[config.mk]
export PLATFORM = sky130hd
export DESIGN_NAME = counter_ctrl_flat
export DESIGN_NICKNAME = d
export VERILOG_FILES = /design/src/rtl/counter_ctrl_pkg.sv /design/src/rtl/counter_ctrl_if.sv /design/src/rtl/counter_ctrl_btn_edge.sv /design/src/rtl/counter_ctrl.sv /design/src/flat_wrapper.sv
export SDC_FILE = /design/constraint.sdc
export NUM_CORES = 1
export LEC_CHECK = 0
export CAP_MARGIN = 30
export CORE_AREA = 3 3 56 79
export CTS_BUF_LIST = sky130_fd_sc_hd__clkbuf_16
export DETAILED_ROUTE_END_ITERATION = 10
export DIE_AREA = 0 0 59 82
export GPL_TIMING_DRIVEN = 0
export PLACE_DENSITY_LB_ADDON = 0.3
export SLEW_MARGIN = 10
export SYNTH_ARGS = -nofsm -noshare
export SYNTH_HDL_FRONTEND = slang
export SYNTH_SLANG_ARGS = --single-unit
[constraint.sdc]
create_clock -name clk -period 5.6 [get_ports clk]
set_input_delay 0.56 -clock clk [delete_from_list [all_inputs] [get_ports clk]]
set_output_delay 0.56 -clock clk [all_outputs]
set_load 0.05 [all_outputs]
[src/rtl/counter_ctrl_pkg.sv]
// Shared types and defaults for the run/stop/clear counter controller.
// State encodings are fixed because o_state exposes them directly.
package counter_ctrl_pkg;

  localparam int MAX_COUNT_D = 9999;
  localparam int CNT_W_D     = 14;

  typedef enum logic [1:0] {
    ST_STOP  = 2'd0,
    ST_RUN   = 2'd1,
    ST_CLEAR = 2'd2,
    ST_BAD   = 2'd3
  } state_t;

endpackage

[src/rtl/counter_ctrl_if.sv]
// Button, tick and status bundle between the panel and counter_ctrl.
// master drives buttons and tick; slave is the controller.
interface counter_ctrl_if
  import counter_ctrl_pkg::*;
#(
  parameter int CNT_W = CNT_W_D
);

  logic             i_btn_run;
  logic             i_btn_clear;
  logic             i_btn_mode;
  logic             i_tick;
  logic             o_tick_en;
  logic             o_tick_clr;
  logic [CNT_W-1:0] o_count;
  logic             o_mode;
  logic [1:0]       o_state;

  modport master (
    output i_btn_run, i_btn_clear, i_btn_mode, i_tick,
    input  o_tick_en, o_tick_clr, o_count, o_mode, o_state
  );

  modport slave (
    input  i_btn_run, i_btn_clear, i_btn_mode, i_tick,
    output o_tick_en, o_tick_clr, o_count, o_mode, o_state
  );

endinterface

[src/rtl/counter_ctrl_btn_edge.sv]
// Two-flop synchronizer plus one delay flop per button.
// pulse is high for one cycle after each synchronized rising edge.
module btn_edge (
  input  logic clk,
  input  logic rst,
  input  logic btn,
  output logic pulse
);

  logic s1, s2, s3;

  // synchronize the raw level, then keep one cycle of history
  always_ff @(posedge clk or posedge rst) begin
    if (rst) begin
      s1 <= 1'b0;
      s2 <= 1'b0;
      s3 <= 1'b0;
    end else begin
      s1 <= btn;
      s2 <= s1;
      s3 <= s2;
    end
  end

  assign pulse = s2 & ~s3;

endmodule

[src/rtl/counter_ctrl.sv]
// Run/stop/clear controller with wrapping up/down count.
// Drives enable and clear of an external tick generator.
module counter_ctrl
  import counter_ctrl_pkg::*;
#(
  parameter int MAX_COUNT = MAX_COUNT_D,
  parameter int CNT_W     = CNT_W_D
) (
  input logic           clk,
  input logic           rst,
  counter_ctrl_if.slave bus
);

  localparam logic [CNT_W-1:0] MAXV = CNT_W'(MAX_COUNT);

  state_t           state;
  logic             tick_en;
  logic             tick_clr;
  logic [CNT_W-1:0] count;
  logic             mode;
  logic             run_ev, clr_ev, mode_ev;
  logic             step;

  btn_edge u_run (
    .clk   (clk),
    .rst   (rst),
    .btn   (bus.i_btn_run),
    .pulse (run_ev)
  );

  btn_edge u_clr (
    .clk   (clk),
    .rst   (rst),
    .btn   (bus.i_btn_clear),
    .pulse (clr_ev)
  );

  btn_edge u_mode (
    .clk   (clk),
    .rst   (rst),
    .btn   (bus.i_btn_mode),
    .pulse (mode_ev)
  );

  // FSM with Moore outputs registered alongside the state
  always_ff @(posedge clk or posedge rst) begin
    if (rst) begin
      state    <= ST_STOP;
      tick_en  <= 1'b0;
      tick_clr <= 1'b0;
    end else begin
      state    <= ST_STOP;
      tick_en  <= 1'b0;
      tick_clr <= 1'b0;
      case (state)
        ST_STOP: begin
          if (run_ev) begin
            state   <= ST_RUN;
            tick_en <= 1'b1;
          end else if (clr_ev) begin
            state    <= ST_CLEAR;
            tick_clr <= 1'b1;
          end
        end
        ST_RUN: begin
          if (!run_ev) begin
            state   <= ST_RUN;
            tick_en <= 1'b1;
          end
        end
        default: ;
      endcase
    end
  end

  assign step = (state == ST_RUN) && bus.i_tick;

  // count steps on the pre-toggle mode; mode toggles in any state
  always_ff @(posedge clk or posedge rst) begin
    if (rst) begin
      count <= '0;
      mode  <= 1'b0;
    end else begin
      if (mode_ev) mode <= ~mode;
      unique case (1'b1)
        (state == ST_CLEAR): count <= '0;
        (step && !mode):
          count <= (count == MAXV) ? '0 : count + 1'b1;
        (step && mode):
          count <= (count == '0) ? MAXV : count - 1'b1;
        default: ;
      endcase
    end
  end

  assign bus.o_tick_en  = tick_en;
  assign bus.o_tick_clr = tick_clr;
  assign bus.o_count    = count;
  assign bus.o_mode     = mode;
  assign bus.o_state    = state;

endmodule
[src/flat_wrapper.sv]
// flat-port wrapper written by rule: the top's interface ports become plain ports
module counter_ctrl_flat import counter_ctrl_pkg::*;
#(
  parameter int MAX_COUNT = MAX_COUNT_D,
  parameter int CNT_W     = CNT_W_D
)
  (clk, rst, bus_i_btn_run, bus_i_btn_clear, bus_i_btn_mode, bus_i_tick, bus_o_tick_en, bus_o_tick_clr, bus_o_count, bus_o_mode, bus_o_state);
  counter_ctrl_if #(.CNT_W(CNT_W)) bus_i ();
  input logic clk;
  input logic rst;
  input wire logic [$bits(bus_i.i_btn_run)-1:0] bus_i_btn_run;
  input wire logic [$bits(bus_i.i_btn_clear)-1:0] bus_i_btn_clear;
  input wire logic [$bits(bus_i.i_btn_mode)-1:0] bus_i_btn_mode;
  input wire logic [$bits(bus_i.i_tick)-1:0] bus_i_tick;
  output wire logic [$bits(bus_i.o_tick_en)-1:0] bus_o_tick_en;
  output wire logic [$bits(bus_i.o_tick_clr)-1:0] bus_o_tick_clr;
  output wire logic [$bits(bus_i.o_count)-1:0] bus_o_count;
  output wire logic [$bits(bus_i.o_mode)-1:0] bus_o_mode;
  output wire logic [$bits(bus_i.o_state)-1:0] bus_o_state;
  assign bus_i.i_btn_run = bus_i_btn_run;
  assign bus_i.i_btn_clear = bus_i_btn_clear;
  assign bus_i.i_btn_mode = bus_i_btn_mode;
  assign bus_i.i_tick = bus_i_tick;
  assign bus_o_tick_en = bus_i.o_tick_en;
  assign bus_o_tick_clr = bus_i.o_tick_clr;
  assign bus_o_count = bus_i.o_count;
  assign bus_o_mode = bus_i.o_mode;
  assign bus_o_state = bus_i.o_state;
  counter_ctrl #(.MAX_COUNT(MAX_COUNT), .CNT_W(CNT_W)) u_core (.clk(clk), .rst(rst), .bus(bus_i));
endmodule
==> impl_summary.md <==
Worst setup path
The reg2reg setup slack is 2.91 ns. Of all nets on the critical path, the largest fanout is 10. The setup path with the least slack is of type register to register. The endpoint identified for the worst register-to-register timing path is u_core.bus.o_count[6]$_DFFE_PP0P_. The kind of capture point of the worst setup path is a register. The reg-to-reg critical path startpoint is u_core.bus.o_count[0]$_DFFE_PP0P_. The worst register-to-register path has a depth of 8. The arrival time reported for the critical path endpoint is 2.81 ns. The kind of launch point of the worst setup path is a register. The required arrival time at the worst endpoint is 5.72 ns.

Layout
The filler cells instantiated in the layout total 368. The area of all placed cells without fillers is 2060 um^2. 0 antenna diodes ended up in the layout. Once layout is complete, the cells apart from fillers number 258. In the final layout, the share of cells above drive strength 1 is 0.0930. After the last flow step, the layout net total stands at 224. The area of the multi-input gates is 886 um^2.

The signed area change from the synthesized netlist to the final layout is 23.2%. The sequential cells in the finished layout cover a total of 676 um^2.

STA
For this run, the top clock speed supported by timing is 371 MHz. The number of hold violations in the final report came to 0. The total count of max-transition violations in the final report was 0. Across the routed clock network, the largest skew measured is 0.00216 ns. Setup violations remaining at the end of the flow were counted as 0. Measured against its own limit, the worst slew margin works out to 0.456. The transition time of the tightest slew-check pin is 0.816 ns. After routing, the total negative slack on setup checks comes to 0 ns. The final clock period utilization by the worst path is 0.481. Setup repair after global routing left no endpoint under its margin. The final hold slack is 0.353 ns.

The minimum clock period is 2.69 ns.

Logic synthesis
The fraction of synthesized cell area in xor and xnor cells is 0.0209. The number of synthesized flops with an enable pin is 0. The multiplexer fraction of the synthesized cell area is 0.

Synthesis inferred 27 register bits. Of the synthesized area, sequential elements account for 0.403. The fraction of the mapped netlist area in compound gates was 0.220. Each instance of the synthesized netlist takes up on average 9.01 um^2. The synthesized net count is 194. The yosys synthesis warning count is 0. Yosys attributes the largest share of cell area to sky130_fd_sc_hd__dfrtp_1 (40%), sky130_fd_sc_hd__nand2_1 (4.5%), sky130_fd_sc_hd__a21oi_1 (3.0%). The number of distinct standard cells referenced by the synthesized netlist is 51. The share of flip-flops with an asynchronous set or reset after synthesis is 1.00.

The flip-flop cell with the highest count after synthesis is sky130_fd_sc_hd__dfrtp_1. The proportion of netlist area held by the largest area contributor is 0.403. The post-synthesis cell area is 1680 um^2.

The post-synthesis share of cell area spent on full adders, half adders and majority gates is 0.0149. Synthesis produced 186 cells. After synthesis, the largest family of logic cells by area is simple AND/OR/NAND/NOR gates. Summed over all instances, the cell type with the most area after synthesis is sky130_fd_sc_hd__dfrtp_1. Of the total synthesized cell area, the portion taken by AND, OR, NAND and NOR gates is 0.273.

Power
The share of total power consumed by net switching is 0.500. The internal power is 0.000583 W. The share of total power dissipated in the clock network is 0.137. Of the total power, combinational logic draws 0.603.

Of the total power, registers draw 0.260. The total net switching power is 0.000583 W. The analysis attributes to cell leakage a power of 0.810 nW.

Across the VDD grid, the largest voltage drop is 334 uV. The power per unit of standard cell area is 565 nW/um^2. The total power after layout is 0.00117 W.

CTS
CTS built an H-tree with a depth of 1. The number of hold-repair buffers added at the cts stage is 0. In this run, CTS created clock tree buffers numbering 3.

The clock tree root driver cell is sky130_fd_sc_hd__clkbuf_16. The maximum number of buffers from clock root to sink is 2. The clock edge transition at the registers on the reported setup and hold paths is 0.06 ns. Once the clock tree was built, the resizer swapped 0 gates to a different size.

TritonCTS built the clock tree. The number of sinks on the clock net is 27. For the worst-skew pair, the clock arrives at the later sink with an insertion delay of 0.26 ns. The number of buffers added for setup after CTS is 0.

Drt
The detail route stage leaves a number of antenna-violating nets equal to 0. The first detailed-routing pass took 4 iterations. After detailed routing, the average wire length per cell comes to 16.0 um. Wires add up to 4.12 mm.

After detailed routing, the number of remaining DRC violations is 0. The number of vias per cell is 6.21. The number of DRC markers in iteration 0 is 59. The number of vias after detailed routing is 1601.

Min path
The number of instances on the worst hold path is 0. In this run the most critical hold path is launched from u_core.u_clr.s1$_DFF_PP0_. The path with the worst hold slack has its endpoint at u_core.u_clr.s2$_DFF_PP0_. The class of the tightest hold or removal check is register to register.

Global routing
The overall track demand over capacity in global routing is 0.185. The via count of the first global-routing pass is 1464. The number of antenna violations at the first check in global routing is 0.

The first global-routing pass estimated 6.88 mm of wire. The pin count of the biggest net entering global routing is 16. Summed over all layers, the global routing overflow is 0.

Floorplanning
25 I/O pins were placed. The die outline width is 59 um. The die is 82 um tall. The total number of placement rows is 27.

The floorplan step defined a die boundary enclosing 4840 um^2. The total core area is 3850 um^2. The initial standard-cell utilization of the core is 0.435.

Placed design
Routability-driven placement finished with a final weighted congestion of 0.919. Including well taps, the total number of placed cells is 254. Detailed placement ended at an HPWL of 2.98 mm.

The number of port buffers is 24. After detailed placement, the total cell area comes to 1980 um^2.

Run
Across the run, the number of max-cap violations was 0.

Run status
The flow ran to the end, and the final reports show no timing, DRC or antenna violations.
[cells by family (layout without fill, tap and decap cells)]
| family | after synthesis | count (layout) |
|---|---|---|
| compound gates | 50 | 50 |
| xor+xnor | 4 | 4 |
| fa+ha+maj | 2 | 2 |
| buf+inv | 20 | 49 |
| flops | 27 | 27 |
| simple gates | 83 | 83 |
[area by class of cell]
type,instances,area share
buffer,14,0.0443
clock buffer,3,0.0364
clock inverter,1,0.00182
inverter,6,0.0109
multi-input combinational,139,0.429
sequential,27,0.327
tap,43,0.0261
timing repair buffer,25,0.124
[cells in the final DEF (no fill, tap or decap), drive strengths merged, types with 2 or more instances in the layout]
master | synthesis | final
dfrtp | 27 | 27
clkdlybuf4s50 | 0 | 24
nand2 | 20 | 20
a21oi | 10 | 10
nor2 | 10 | 10
buf | 9 | 10
nor3 | 9 | 9
nand3 | 8 | 8
o21ai | 8 | 8
clkbuf | 5 | 8
inv | 6 | 7
nor4 | 7 | 7
nand4 | 6 | 6
a211oi | 6 | 6
o211ai | 6 | 6
nand2b | 4 | 4
or4 | 4 | 4
a221oi | 3 | 3
a31oi | 3 | 3
nand3b | 2 | 2
or2 | 2 | 2
nor3b | 2 | 2
xor2 | 2 | 2
nor2b | 2 | 2
xnor2 | 2 | 2
ha | 2 | 2
a21o | 2 | 2
[registers in the layout, summed over array words and instances (netlist names)]
name and flops:
u_core.u_clr.s1 1, u_core.bus.o_count 14, u_core.u_mode.s3 1, u_core.bus.o_tick_clr 1
u_core.u_clr.s2 1, u_core.u_clr.s3 1, u_core.u_run.s3 1, u_core.bus.o_state 2
u_core.u_mode.s2 1, u_core.u_mode.s1 1, u_core.u_run.s1 1, u_core.u_run.s2 1
u_core.bus.o_mode 1
[worst max-delay path by stage]
stage                                            from                                end  slack (ns)  cells past startpoint
floorplan           u_core.bus.o_count[7]$_DFFE_PP0P_  u_core.bus.o_count[7]$_DFFE_PP0P_        3.09                      7
global placement                           bus_i_tick  u_core.bus.o_count[7]$_DFFE_PP0P_        2.85                      7
detailed placement                         bus_i_tick  u_core.bus.o_count[7]$_DFFE_PP0P_        2.85                      7
CTS                 u_core.bus.o_count[0]$_DFFE_PP0P_  u_core.bus.o_count[6]$_DFFE_PP0P_        2.95                      8
global route        u_core.bus.o_count[0]$_DFFE_PP0P_  u_core.bus.o_count[6]$_DFFE_PP0P_        2.68                      8
finish              u_core.bus.o_count[0]$_DFFE_PP0P_  u_core.bus.o_count[6]$_DFFE_PP0P_        2.91                      8
[synthesized netlist by cell type (2+ instances only)]
cell	number
sky130_fd_sc_hd__dfrtp_1	27
sky130_fd_sc_hd__nand2_1	20
sky130_fd_sc_hd__a21oi_1	10
sky130_fd_sc_hd__nor2_1	10
sky130_fd_sc_hd__nor3_1	9
sky130_fd_sc_hd__nand3_1	8
sky130_fd_sc_hd__a211oi_1	6
sky130_fd_sc_hd__buf_4	6
sky130_fd_sc_hd__inv_1	6
sky130_fd_sc_hd__nand4_1	6
sky130_fd_sc_hd__nor4_1	6
sky130_fd_sc_hd__o211ai_1	6
sky130_fd_sc_hd__o21ai_0	6
sky130_fd_sc_hd__clkbuf_1	5
sky130_fd_sc_hd__nand2b_1	4
sky130_fd_sc_hd__a221oi_1	3
sky130_fd_sc_hd__a31oi_1	3
sky130_fd_sc_hd__or4_1	3
sky130_fd_sc_hd__buf_6	2
sky130_fd_sc_hd__ha_1	2
sky130_fd_sc_hd__nand3b_1	2
sky130_fd_sc_hd__nor2b_1	2
sky130_fd_sc_hd__nor3b_1	2
sky130_fd_sc_hd__o21ai_1	2
sky130_fd_sc_hd__or2_2	2
sky130_fd_sc_hd__xnor2_1	2
sky130_fd_sc_hd__xor2_1	2
[worst max-delay path: stages (launching register included)]
cell	delay [ns]
sky130_fd_sc_hd__dfrtp_1	0.49
sky130_fd_sc_hd__inv_1	0.13
sky130_fd_sc_hd__ha_1	0.20
sky130_fd_sc_hd__or3b_1	0.35
sky130_fd_sc_hd__clkbuf_1	0.19
sky130_fd_sc_hd__nor3_1	0.51
sky130_fd_sc_hd__a21oi_1	0.28
sky130_fd_sc_hd__a221oi_1	0.33
sky130_fd_sc_hd__a41oi_1	0.07
[power by group through the flow]
stage          registers [W]  logic, W  clock network (W)
2_1_floorplan       0.000450  0.000356                  0
3_3_place_gp        0.000305  0.000692                  0
3_5_place_dp        0.000305  0.000697                  0
4_1_cts             0.000303  0.000701           0.000164
5_1_grt             0.000313  0.000754           0.000174
6_report            0.000303  0.000704           0.000160
[layer usage]
metal | global-route usage | part of all wire
met1 | 0.228 | 0.42
met4 | 0.0930 | 0.027
met5 | 0 | 0
met2 | 0.314 | 0.52
met3 | 0.0204 | 0.035
[stage by stage]
step                       util  worst slack (ns)
after floorplan               -              3.09
after global placement    0.511              2.85
after detailed placement  0.515              2.85
after CTS                 0.536              2.95
after global routing      0.536              2.68
final                     0.536              2.91
No activity file was read; power rests on OpenSTA's default activity.
